--- src/rtl/lcd_pkg.sv ---
//------------------------------------------------------------------------------
// Module  : lcd_pkg
// Brief   : Shared opcodes, address constants and cursor helpers for lcd_bus_rx.
// Revision: 1.0 - initial release
//------------------------------------------------------------------------------
`default_nettype none

package lcd_pkg;

  localparam logic [7:0] ASCII_BLANK = 8'h20;
  localparam logic [6:0] LINE0_BASE  = 7'h00;
  localparam logic [6:0] LINE1_BASE  = 7'h40;
  localparam int         NUM_CHARS   = 32;

  // Each opcode is identified by its highest set bit.
  localparam logic [7:0] OP_SET_DDRAM = 8'h80;
  localparam logic [7:0] OP_SET_CGRAM = 8'h40;
  localparam logic [7:0] OP_FUNC_SET  = 8'h20;
  localparam logic [7:0] OP_SHIFT     = 8'h10;
  localparam logic [7:0] OP_DISP_CTRL = 8'h08;
  localparam logic [7:0] OP_ENTRY     = 8'h04;
  localparam logic [7:0] OP_HOME      = 8'h02;
  localparam logic [7:0] OP_CLEAR     = 8'h01;

  typedef enum logic [3:0] {
    INS_NOP,
    INS_CLEAR,
    INS_HOME,
    INS_ENTRY,
    INS_DISP,
    INS_SHIFT,
    INS_FUNC,
    INS_CGRAM,
    INS_DDRAM
  } instr_e;

  function automatic instr_e decode_instr(input logic [7:0] op);
    instr_e r;
    r = INS_NOP;
    if      ((op & OP_SET_DDRAM) != 8'h00) r = INS_DDRAM;
    else if ((op & OP_SET_CGRAM) != 8'h00) r = INS_CGRAM;
    else if ((op & OP_FUNC_SET)  != 8'h00) r = INS_FUNC;
    else if ((op & OP_SHIFT)     != 8'h00) r = INS_SHIFT;
    else if ((op & OP_DISP_CTRL) != 8'h00) r = INS_DISP;
    else if ((op & OP_ENTRY)     != 8'h00) r = INS_ENTRY;
    else if ((op & OP_HOME)      != 8'h00) r = INS_HOME;
    else if ((op & OP_CLEAR)     != 8'h00) r = INS_CLEAR;
    return r;
  endfunction

  // Cursor moves within a 16-column line and wraps onto the other line.
  function automatic logic [6:0] step_addr(input logic [6:0] a, input logic inc);
    logic [6:0] other_line;
    logic [6:0] r;
    other_line = a[6] ? LINE0_BASE : LINE1_BASE;
    if (inc) r = (a[3:0] == 4'hF) ? other_line : {a[6], 2'b00, a[3:0] + 4'h1};
    else     r = (a[3:0] == 4'h0) ? (other_line | 7'h0F) : {a[6], 2'b00, a[3:0] - 4'h1};
    return r;
  endfunction

  function automatic logic [4:0] char_index(input logic [6:0] a);
    return {a[6], a[3:0]};
  endfunction

endpackage

`default_nettype wire

--- src/rtl/lcd_busy_timer.sv ---
//------------------------------------------------------------------------------
// Module  : lcd_busy_timer
// Brief   : Busy down-counter with the 32-cycle clear sweep index.
// Revision: 1.0 - initial release
//------------------------------------------------------------------------------
`default_nettype none

module lcd_busy_timer
  import lcd_pkg::*;
#(
  parameter int BUSY_CYCLES  = 40,
  parameter int CLEAR_CYCLES = 1600
) (
  input  logic       clk,
  input  logic       rst_n,
  input  logic       start,
  input  logic       start_clear,
  output logic       busy,
  output logic       sweep_en,
  output logic [4:0] sweep_idx
);

  localparam int MAX_CYCLES = (CLEAR_CYCLES > BUSY_CYCLES) ? CLEAR_CYCLES : BUSY_CYCLES;
  localparam int CNT_W      = $clog2(MAX_CYCLES + 1);

  typedef enum logic [1:0] {
    T_IDLE,
    T_SWEEP,
    T_BUSY
  } tstate_e;

  tstate_e            state_q, state_d;
  logic [CNT_W-1:0]   cnt_q, cnt_d;
  logic [4:0]         idx_q, idx_d;

  always_ff @(posedge clk or negedge rst_n) begin
    if (!rst_n) begin
      state_q <= T_IDLE;
      cnt_q   <= '0;
      idx_q   <= '0;
    end else begin
      state_q <= state_d;
      cnt_q   <= cnt_d;
      idx_q   <= idx_d;
    end
  end

  // cnt holds the remaining busy cycles minus one; the state leaves on zero.
  always_comb begin
    state_d = state_q;
    cnt_d   = cnt_q;
    idx_d   = idx_q;
    case (state_q)
      T_IDLE: begin
        if (start_clear) begin
          state_d = T_SWEEP;
          cnt_d   = CNT_W'(CLEAR_CYCLES - 1);
          idx_d   = '0;
        end else if (start) begin
          state_d = T_BUSY;
          cnt_d   = CNT_W'(BUSY_CYCLES - 1);
        end
      end
      T_SWEEP: begin
        cnt_d = cnt_q - 1'b1;
        idx_d = idx_q + 1'b1;
        if (cnt_q == '0)                     state_d = T_IDLE;
        else if (idx_q == 5'(NUM_CHARS - 1)) state_d = T_BUSY;
      end
      T_BUSY: begin
        cnt_d = cnt_q - 1'b1;
        if (cnt_q == '0) state_d = T_IDLE;
      end
      default: state_d = T_IDLE;
    endcase
  end

  assign busy      = (state_q != T_IDLE);
  assign sweep_en  = (state_q == T_SWEEP);
  assign sweep_idx = idx_q;

endmodule

`default_nettype wire

--- src/rtl/lcd_bus_rx.sv ---
//------------------------------------------------------------------------------
// Module  : lcd_bus_rx
// Brief   : HD44780-style character LCD bus receiver with 2x16 display memory.
// Revision: 1.0 - initial release
//------------------------------------------------------------------------------
`default_nettype none

module lcd_bus_rx
  import lcd_pkg::*;
#(
  parameter int BUSY_CYCLES  = 40,
  parameter int CLEAR_CYCLES = 1600
) (
  input  logic       clk,
  input  logic       rst_n,
  input  logic       lcd_e,
  input  logic       lcd_rs,
  input  logic       lcd_rw,
  input  logic [7:0] lcd_db,
  output logic [7:0] db_out,
  output logic       db_oe,
  output logic       busy,
  output logic [6:0] cur_addr,
  output logic       disp_on,
  output logic       cursor_on,
  output logic       blink_on,
  output logic       entry_inc,
  output logic       entry_shift,
  output logic       func_8bit,
  output logic       func_2line,
  input  logic [4:0] peek_idx,
  output logic [7:0] peek_char,
  output logic       err_overrun
);

  logic       e_meta_q, e_sync_q, e_prev_q;
  logic       cap_rs_q, cap_rs_d;
  logic       cap_rw_q, cap_rw_d;
  logic [7:0] cap_db_q, cap_db_d;
  logic [6:0] cur_addr_q, cur_addr_d;
  logic [7:0] chars_q [NUM_CHARS];
  logic [7:0] chars_d [NUM_CHARS];
  logic       disp_on_q, disp_on_d;
  logic       cursor_on_q, cursor_on_d;
  logic       blink_on_q, blink_on_d;
  logic       entry_inc_q, entry_inc_d;
  logic       entry_shift_q, entry_shift_d;
  logic       func_8bit_q, func_8bit_d;
  logic       func_2line_q, func_2line_d;
  logic       err_overrun_q, err_overrun_d;

  logic       e_fall;
  logic       timer_start, timer_clear;
  logic       timer_busy, sweep_en;
  logic [4:0] sweep_idx;
  instr_e     instr;

  lcd_busy_timer #(
    .BUSY_CYCLES  (BUSY_CYCLES),
    .CLEAR_CYCLES (CLEAR_CYCLES)
  ) u_busy_timer (
    .clk         (clk),
    .rst_n       (rst_n),
    .start       (timer_start),
    .start_clear (timer_clear),
    .busy        (timer_busy),
    .sweep_en    (sweep_en),
    .sweep_idx   (sweep_idx)
  );

  always_ff @(posedge clk or negedge rst_n) begin
    if (!rst_n) begin
      e_meta_q      <= 1'b0;
      e_sync_q      <= 1'b0;
      e_prev_q      <= 1'b0;
      cap_rs_q      <= 1'b0;
      cap_rw_q      <= 1'b0;
      cap_db_q      <= 8'h00;
      cur_addr_q    <= LINE0_BASE;
      for (int i = 0; i < NUM_CHARS; i++) chars_q[i] <= ASCII_BLANK;
      disp_on_q     <= 1'b0;
      cursor_on_q   <= 1'b0;
      blink_on_q    <= 1'b0;
      entry_inc_q   <= 1'b1;
      entry_shift_q <= 1'b0;
      func_8bit_q   <= 1'b1;
      func_2line_q  <= 1'b0;
      err_overrun_q <= 1'b0;
    end else begin
      e_meta_q      <= lcd_e;
      e_sync_q      <= e_meta_q;
      e_prev_q      <= e_sync_q;
      cap_rs_q      <= cap_rs_d;
      cap_rw_q      <= cap_rw_d;
      cap_db_q      <= cap_db_d;
      cur_addr_q    <= cur_addr_d;
      chars_q       <= chars_d;
      disp_on_q     <= disp_on_d;
      cursor_on_q   <= cursor_on_d;
      blink_on_q    <= blink_on_d;
      entry_inc_q   <= entry_inc_d;
      entry_shift_q <= entry_shift_d;
      func_8bit_q   <= func_8bit_d;
      func_2line_q  <= func_2line_d;
      err_overrun_q <= err_overrun_d;
    end
  end

  assign e_fall = e_prev_q & ~e_sync_q;
  assign instr  = decode_instr(cap_db_q);

  always_comb begin
    cap_rs_d      = e_sync_q ? lcd_rs : cap_rs_q;
    cap_rw_d      = e_sync_q ? lcd_rw : cap_rw_q;
    cap_db_d      = e_sync_q ? lcd_db : cap_db_q;
    cur_addr_d    = cur_addr_q;
    chars_d       = chars_q;
    disp_on_d     = disp_on_q;
    cursor_on_d   = cursor_on_q;
    blink_on_d    = blink_on_q;
    entry_inc_d   = entry_inc_q;
    entry_shift_d = entry_shift_q;
    func_8bit_d   = func_8bit_q;
    func_2line_d  = func_2line_q;
    err_overrun_d = err_overrun_q;
    timer_start   = 1'b0;
    timer_clear   = 1'b0;

    if (sweep_en) chars_d[sweep_idx] = ASCII_BLANK;

    if (e_fall) begin
      if (cap_rw_q) begin
        // Reads are serviced even while busy; only a data read moves the cursor.
        if (cap_rs_q) cur_addr_d = step_addr(cur_addr_q, entry_inc_q);
      end else if (timer_busy) begin
        err_overrun_d = 1'b1;
      end else if (cap_rs_q) begin
        chars_d[char_index(cur_addr_q)] = cap_db_q;
        cur_addr_d  = step_addr(cur_addr_q, entry_inc_q);
        timer_start = 1'b1;
      end else begin
        timer_start = 1'b1;
        case (instr)
          INS_DDRAM: cur_addr_d = {cap_db_q[6], 2'b00, cap_db_q[3:0]};
          INS_CGRAM: ;
          INS_FUNC: begin
            func_8bit_d  = cap_db_q[4];
            func_2line_d = cap_db_q[3];
          end
          INS_SHIFT: begin
            if (!cap_db_q[3]) cur_addr_d = step_addr(cur_addr_q, cap_db_q[2]);
          end
          INS_DISP: begin
            disp_on_d   = cap_db_q[2];
            cursor_on_d = cap_db_q[1];
            blink_on_d  = cap_db_q[0];
          end
          INS_ENTRY: begin
            entry_inc_d   = cap_db_q[1];
            entry_shift_d = cap_db_q[0];
          end
          INS_HOME:  cur_addr_d = LINE0_BASE;
          INS_CLEAR: begin
            cur_addr_d  = LINE0_BASE;
            timer_clear = 1'b1;
          end
          default:   timer_start = 1'b0;
        endcase
      end
    end
  end

  // e_prev_q gates the first E-high cycle, before the capture registers are fresh.
  assign db_oe  = e_sync_q & e_prev_q & cap_rw_q;
  assign db_out = !db_oe   ? 8'h00 :
                  cap_rs_q ? chars_q[char_index(cur_addr_q)] : {timer_busy, cur_addr_q};

  assign busy        = timer_busy;
  assign cur_addr    = cur_addr_q;
  assign disp_on     = disp_on_q;
  assign cursor_on   = cursor_on_q;
  assign blink_on    = blink_on_q;
  assign entry_inc   = entry_inc_q;
  assign entry_shift = entry_shift_q;
  assign func_8bit   = func_8bit_q;
  assign func_2line  = func_2line_q;
  assign err_overrun = err_overrun_q;
  assign peek_char   = chars_q[peek_idx];

endmodule

`default_nettype wire

--- config.mk ---
export PLATFORM = sky130hd
export DESIGN_NAME = lcd_bus_rx
export DESIGN_NICKNAME = d
export VERILOG_FILES = /design/src/rtl/lcd_pkg.sv /design/src/rtl/lcd_busy_timer.sv /design/src/rtl/lcd_bus_rx.sv
export SDC_FILE = /design/constraint.sdc
export NUM_CORES = 1
export LEC_CHECK = 0
export CAP_MARGIN = 20
export CORE_AREA = 5 5 160 177
export DETAILED_ROUTE_END_ITERATION = 6
export DIE_AREA = 0 0 165 182
export GPL_TIMING_DRIVEN = 0
export PLACE_DENSITY = 0.81
export RECOVER_POWER = 25
export SETUP_SLACK_MARGIN = 0.05
export SLEW_MARGIN = 40
export SYNTH_ARGS = -nofsm -noshare
export SYNTH_HDL_FRONTEND = slang
export SYNTH_SLANG_ARGS = --single-unit
--- constraint.sdc ---
create_clock -name clk -period 5.8 [get_ports clk]
set_input_delay 0.87 -clock clk [delete_from_list [all_inputs] [get_ports clk]]
set_output_delay 0.87 -clock clk [all_outputs]
set_load 0.005 [all_outputs]
Word level (Yosys, flattened, before mapping)
Cells that the tools add are included.

Output and inout port bits: 33. Word-level logic and storage cells: 169. Flip-flop bits (word level): 302. Bits of input ports: 18.

Reductions and logical operators: 20. Equal/unequal tests: 19. $lt $le $gt $ge: 5. Bitwise logic cells: 13. Mux-type cells: 58. Add/subtract/negate cells: 4.

Operators by type and width (number): 256-bit two-way mux (5); 256-bit bitwise mux (1); 224-bit bitwise AND (1); 224-bit inverter (1); 8-bit binary-select mux with 5-bit select (2); 8-bit demux with 5-bit select (2); 7-bit two-way mux (10); 8-bit two-way mux (8); 32-bit bitwise OR (1); 11-bit two-way mux (2); 11-bit case mux with 2 select lines (1); 7-bit case mux with 3 select lines (1); 5-bit AND reduction (4); 6-bit >= comparator, second input constant (3); 5-bit inverter with 6-bit output (3); 4-bit by 3-bit equality test with 1-bit output, second input constant (4); 2-bit two-way mux (7); 6-bit by 1-bit less-than comparator with 1-bit output, second input constant (2); 3-bit two-way mux (4); 11-bit zero test (1); 1-bit two-way mux (11); 11-bit by 1-bit subtractor with 11-bit output, second input constant (1); 5-bit case mux with 2 select lines (1); 4-bit by 2-bit equality test with 1-bit output, second input constant (2); other kinds (27) (41).

Logic depth before layout (Yosys ltp)
Depth after elaboration: 18. Mapped depth: 10. Depth with buffers taken out: 7.

By module
From an unflattened synthesis, not the netlist that was laid out.

Cells, all modules: 1729. Area, all modules: 17070.1 um2.

Modules (own cells, without submodules): lcd_bus_rx (sequential area each 7099.3 um2, instances 1, area each 15965.3 um2, cells each 1613); lcd_busy_timer (sequential area each 450.4 um2, instances 1, area each 1104.8 um2, cells each 116).

Worst setup path before layout
No wires, ideal clock.

Path type: input -> output. From: in peek_idx[1]. To: out peek_char[0]. Data required time: 4.930 ns. Slack: 2.338 ns. Cell stages on the path: 5. Data arrival time: 2.592 ns. Buffers on the path: 2. Cells stage by stage: clkbuf_1 -> buf_1 -> mux4_2 -> mux4_2 -> mux2_2.

Longest elaborated chain between the ends: 4.

RTL lines: from (decl) (RTL line lcd_bus_rx.sv:31) `input logic [4:0] peek_idx,`; 5-bit inverter with 6-bit output (not written as such) (RTL line lcd_bus_rx.sv:188) `assign peek_char = chars_q[peek_idx];`; 8-bit binary-select mux with 5-bit select (RTL line lcd_bus_rx.sv:188); 8-bit two-way mux (not written as such) (2 in a row) (RTL line lcd_bus_rx.sv:188); to (decl) (RTL line lcd_bus_rx.sv:32) `output logic [7:0] peek_char,`.

Every way passes these cells. The select of a mux whose other input is x is not followed.

Worst setup path in the final report
From: reg cur_addr_q[1] (netlist: cur_addr[1]). To: out db_out[5].

Longest elaborated chain between the ends: 6.

RTL lines: from (decl) (RTL line lcd_bus_rx.sv:40) `logic [6:0] cur_addr_q, cur_addr_d;`; from (signal assigned) (RTL line lcd_bus_rx.sv:96) `cur_addr_q <= cur_addr_d;`; 5-bit inverter with 6-bit output (not written as such) (RTL line lcd_bus_rx.sv:176) `cap_rs_q ? chars_q[char_index(cur_addr_q)] : {timer_busy, cur_addr_q};`; 8-bit binary-select mux with 5-bit select (RTL line lcd_bus_rx.sv:176); 8-bit two-way mux (not written as such) (2 in a row) (RTL line lcd_bus_rx.sv:176); 8-bit two-way mux (RTL line lcd_bus_rx.sv:176); 8-bit two-way mux (RTL line lcd_bus_rx.sv:175) `assign db_out = !db_oe ? 8'h00 :`; to (decl) (RTL line lcd_bus_rx.sv:20) `output logic [7:0] db_out,`.

Every way passes these cells. The select of a mux whose other input is x is not followed.

==> impl_metrics.yaml <==
clock_tree:
  htreeDepth: 2
  cts-resized-gates: 0
  clk_pin_slew_ns: 0.06
  cts-buffers-inserted: 34
  cts_root_buf: "clkbuf_16"
  clock_latency_ns: 0.53
  clockBufferDepth: 3
  cts_sinks: 300
  cts_hold_buf: 0
  cts_tree: "yes"
  postCtsSetupRepairBufs: 0
logic_synthesis:
  synth_area_um2: 17100
  synthCells: 1739
  synth_flop_cell: "dfrtp_1"
  syn_avg_cell_area_um2: 9.85
  synth_edf_count: 0
  yosys.cell_types.count: 67
  yosys_warnings: 0
  async_flop_share_pct: 100
  yosysSeqAreaShare_pct: 44.1
  synth-seq-cells: 300
worst_setup_path:
  end_kind: "output pin"
  path_class: "reg -> out"
  startpoint: "cur_addr[1]$_DFFE_PN0P_"
  rr_startpoint: "cur_addr[1]$_DFFE_PN0P_"
  cp.required_ns: 4.93
  r2r_slack_ns: 1.99
  worstSetupStartpointType: "register"
  path_max_fanout: 10
  worstPathArrival_ns: 4.21
floorplanning:
  core.rowCount: 63
  num_io_pins: 51
  dieArea_um2: 30000
  die_h_um: 182
  die_x_um: 165
  core_area_um2: 26500
  initial_core_util_pct: 64.7
sta:
  holdWs_ns: 0.200
  rsz0062_at_grt: "no"
  fin_crit_sh_pct: 87.5
  fin_skew_ns: 0.0197
  max_freq_ghz: 0.197
  slew_headroom_pct: -185
  hold_viol: 0
  finalCriticalPeriod_ns: 5.08
  fin_setup_tns_ns: 0
  max_slew.worst_pin.slew_ns: 4.27
  setup_viol: 0
  maxSlewViolCount: 147
detailed_routing:
  vias: 15969
  drt_iter0_markers: 2475
  drt_wl_total_um: 64100
  drc: 0
  wl_met1_um: 21300
  route.met2.wl_um: 28100
  wl_met3_um: 8430
  drtPass1Iterations: 6
  postRouteAntennaNets: 0
  wl_per_cell_um: 29.0
  viasPerCell: 7.23
  highest-signal-layer: "met5"
power_and_ir_drop:
  p_leak_uw: 0.00859
  p_per_area_nw_per_um2: 390
  combinationalPowerShare_pct: 31.2
  p_int_uw: 4880
  p_seq_share_pct: 36.3
  p_sw_uw: 2690
  pwr-share-clk_pct: 32.5
  peakVddDrop_v: 0.000354
  switching_share_pct: 35.5
finish:
  drive_gt1_share_pct: 17.3
  seqCellArea_um2: 7550
  nets: 1854
  stdcell_area_um2: 19400
  multi_input_area_um2: 9020
  nFillCells: 1906
  syn2layout_area_growth_pct: 13.2
run_status:
  outcome: "finished with violations"
  violations: "capacitance limit, slew limit"
global_routing:
  grt_remaining_overflow: 0
  antenna_found_initial: 2
  first_global_vias: 15819
  grt_pass1_wl_um: 96600
  grt_max_degree: 77
  grt_use_total_pct: 43.4
placement:
  portBuffers: 43
  hpwl_um: 44000
  place_area_um2: 18200
  place_congestion: 1.07
flow_run:
  max_cap_violations: 2
worst_hold_path:
  hp-class: "in -> async"
==> per-layer routing <==
| metal | global-route usage (%) | vias to the layer above |
|---|---|---|
| met3 | 13.6 | 425 |
| met4 | 30.9 | 4 |
| met1 | 54.2 | 7733 |
| met5 | 0 | - |
| met2 | 63.9 | 1391 |
| li1 | - | 6416 |
==> cell type report <==
type	count	share of cell area [%]
clock inverters	12	0.987
inverters	23	0.445
repair buffers	47	2.51
flip-flops and latches	300	38.9
multi-input cells	1299	46.5
clock buffers	50	5.59
plain buffers	118	2.70
well taps	357	2.30
diodes	3	0.0387
==> stage by stage <==
stage	setup WS, ns	cells	utilization [%]	power (uW)
4_1_cts	0.959	2206	73.4	7420
3_5_place_dp	1.09	2144	68.6	5000
6_report	0.723	2209	73.3	7560
5_1_grt	0.407	2206	73.2	7740
3_3_place_gp	-8.99	2140	68.0	4930
2_1_floorplan	2.34	1740	-	4130
==> critical path, stage by stage (launching register included) <==
cell	delay [ns]
dfrtp_1	0.57
buf_1	0.68
buf_2	0.57
mux4_2	0.41
a22oi_1	0.39
o211ai_1	0.15
a21oi_1	0.38
nor2_1	0.08
clkdlybuf4s50_1	0.46
==> cell usage after synthesis, drive strengths merged (5+ instances only) <==
| cell | n | area [um2] |
|---|---|---|
| nor3b | 5 | 37.5 |
| clkbuf | 63 | 236 |
| a22oi | 14 | 105 |
| mux4 | 138 | 3110 |
| dfrtp | 266 | 6660 |
| inv | 23 | 86.3 |
| ha | 13 | 163 |
| mux2i | 20 | 200 |
| o22ai | 5 | 31.3 |
| o21ai | 103 | 515 |
| and3 | 9 | 56.3 |
| buf | 55 | 287 |
| and2 | 8 | 50.1 |
| nand2b | 5 | 31.3 |
| mux2 | 29 | 327 |
| nand3 | 209 | 1050 |
| dfstp | 34 | 893 |
| nor2 | 56 | 210 |
| nor2b | 6 | 37.5 |
| nor3 | 12 | 60.1 |
| a21oi | 45 | 225 |
| nand4 | 5 | 31.3 |
| a31oi | 11 | 68.8 |
| nand2 | 522 | 1960 |
| o211ai | 11 | 82.6 |
==> cells by family after synthesis <==
group / after synthesis / synth area share [%]
other: 1 / 0.0219
buffers and inverters: 141 / 3.56
muxes: 187 / 21.2
DFF: 300 / 44.1
AOI/OAI and AO/OA: 234 / 8.35
adders and majority gates: 13 / 0.949
and+or+nand+nor: 863 / 21.8
==> registers in the layout, indices dropped and copies added, names as in the netlist, 2 cells and up <==
name and flops:
chars_q 256, cur_addr 5, u_busy_timer.cnt_q 11, u_busy_timer.state_q 2, cap_db_q 8, u_busy_timer.sweep_idx 5
==> path summary, 6_finish.rpt <==
path | end | cells past startpoint
setup / recovery | db_out[5] | 8
hold / removal | chars_q[203]$_DFF_PN0_ | 1
setup reg to reg | chars_q[92]$_DFF_PN0_ | 9
hold reg to reg | e_sync_q$_DFF_PN0_ | 0
max in group asynchronous | u_busy_timer.sweep_idx[0]$_DFFE_PN0P_ | 2
min in group clk | e_sync_q$_DFF_PN0_ | 0
==> power by group through the flow <==
stage / clock [uW] / combinational [uW] / sequential, uW
after global routing: 2520 / 2460 / 2770
final: 2460 / 2360 / 2740
after detailed placement: 0 / 2260 / 2750
after global placement: 0 / 2200 / 2730
after CTS: 2430 / 2270 / 2720
after floorplan: 0 / 1480 / 2640
==> cells in the final DEF (no fill, tap or decap), drive strengths merged, types with 5 or more instances in the layout <==
cell type / netlist / routed
nand2: 522 / 522
dfrtp: 266 / 266
nand3: 209 / 209
mux4: 138 / 138
clkbuf: 63 / 116
o21ai: 103 / 103
buf: 55 / 57
nor2: 56 / 56
a21oi: 45 / 45
clkdlybuf4s50: 0 / 41
dfstp: 34 / 34
mux2: 29 / 29
inv: 23 / 23
mux2i: 20 / 20
a22oi: 14 / 14
ha: 13 / 13
nor3: 12 / 12
o211ai: 11 / 11
a31oi: 11 / 11
and3: 9 / 9
and2: 8 / 8
nor2b: 6 / 6
clkinv: 0 / 6
nand2b: 5 / 5
nand4: 5 / 5
o22ai: 5 / 5
bufinv: 0 / 5
nor3b: 5 / 5
No activity file was read; power rests on OpenSTA's default activity.
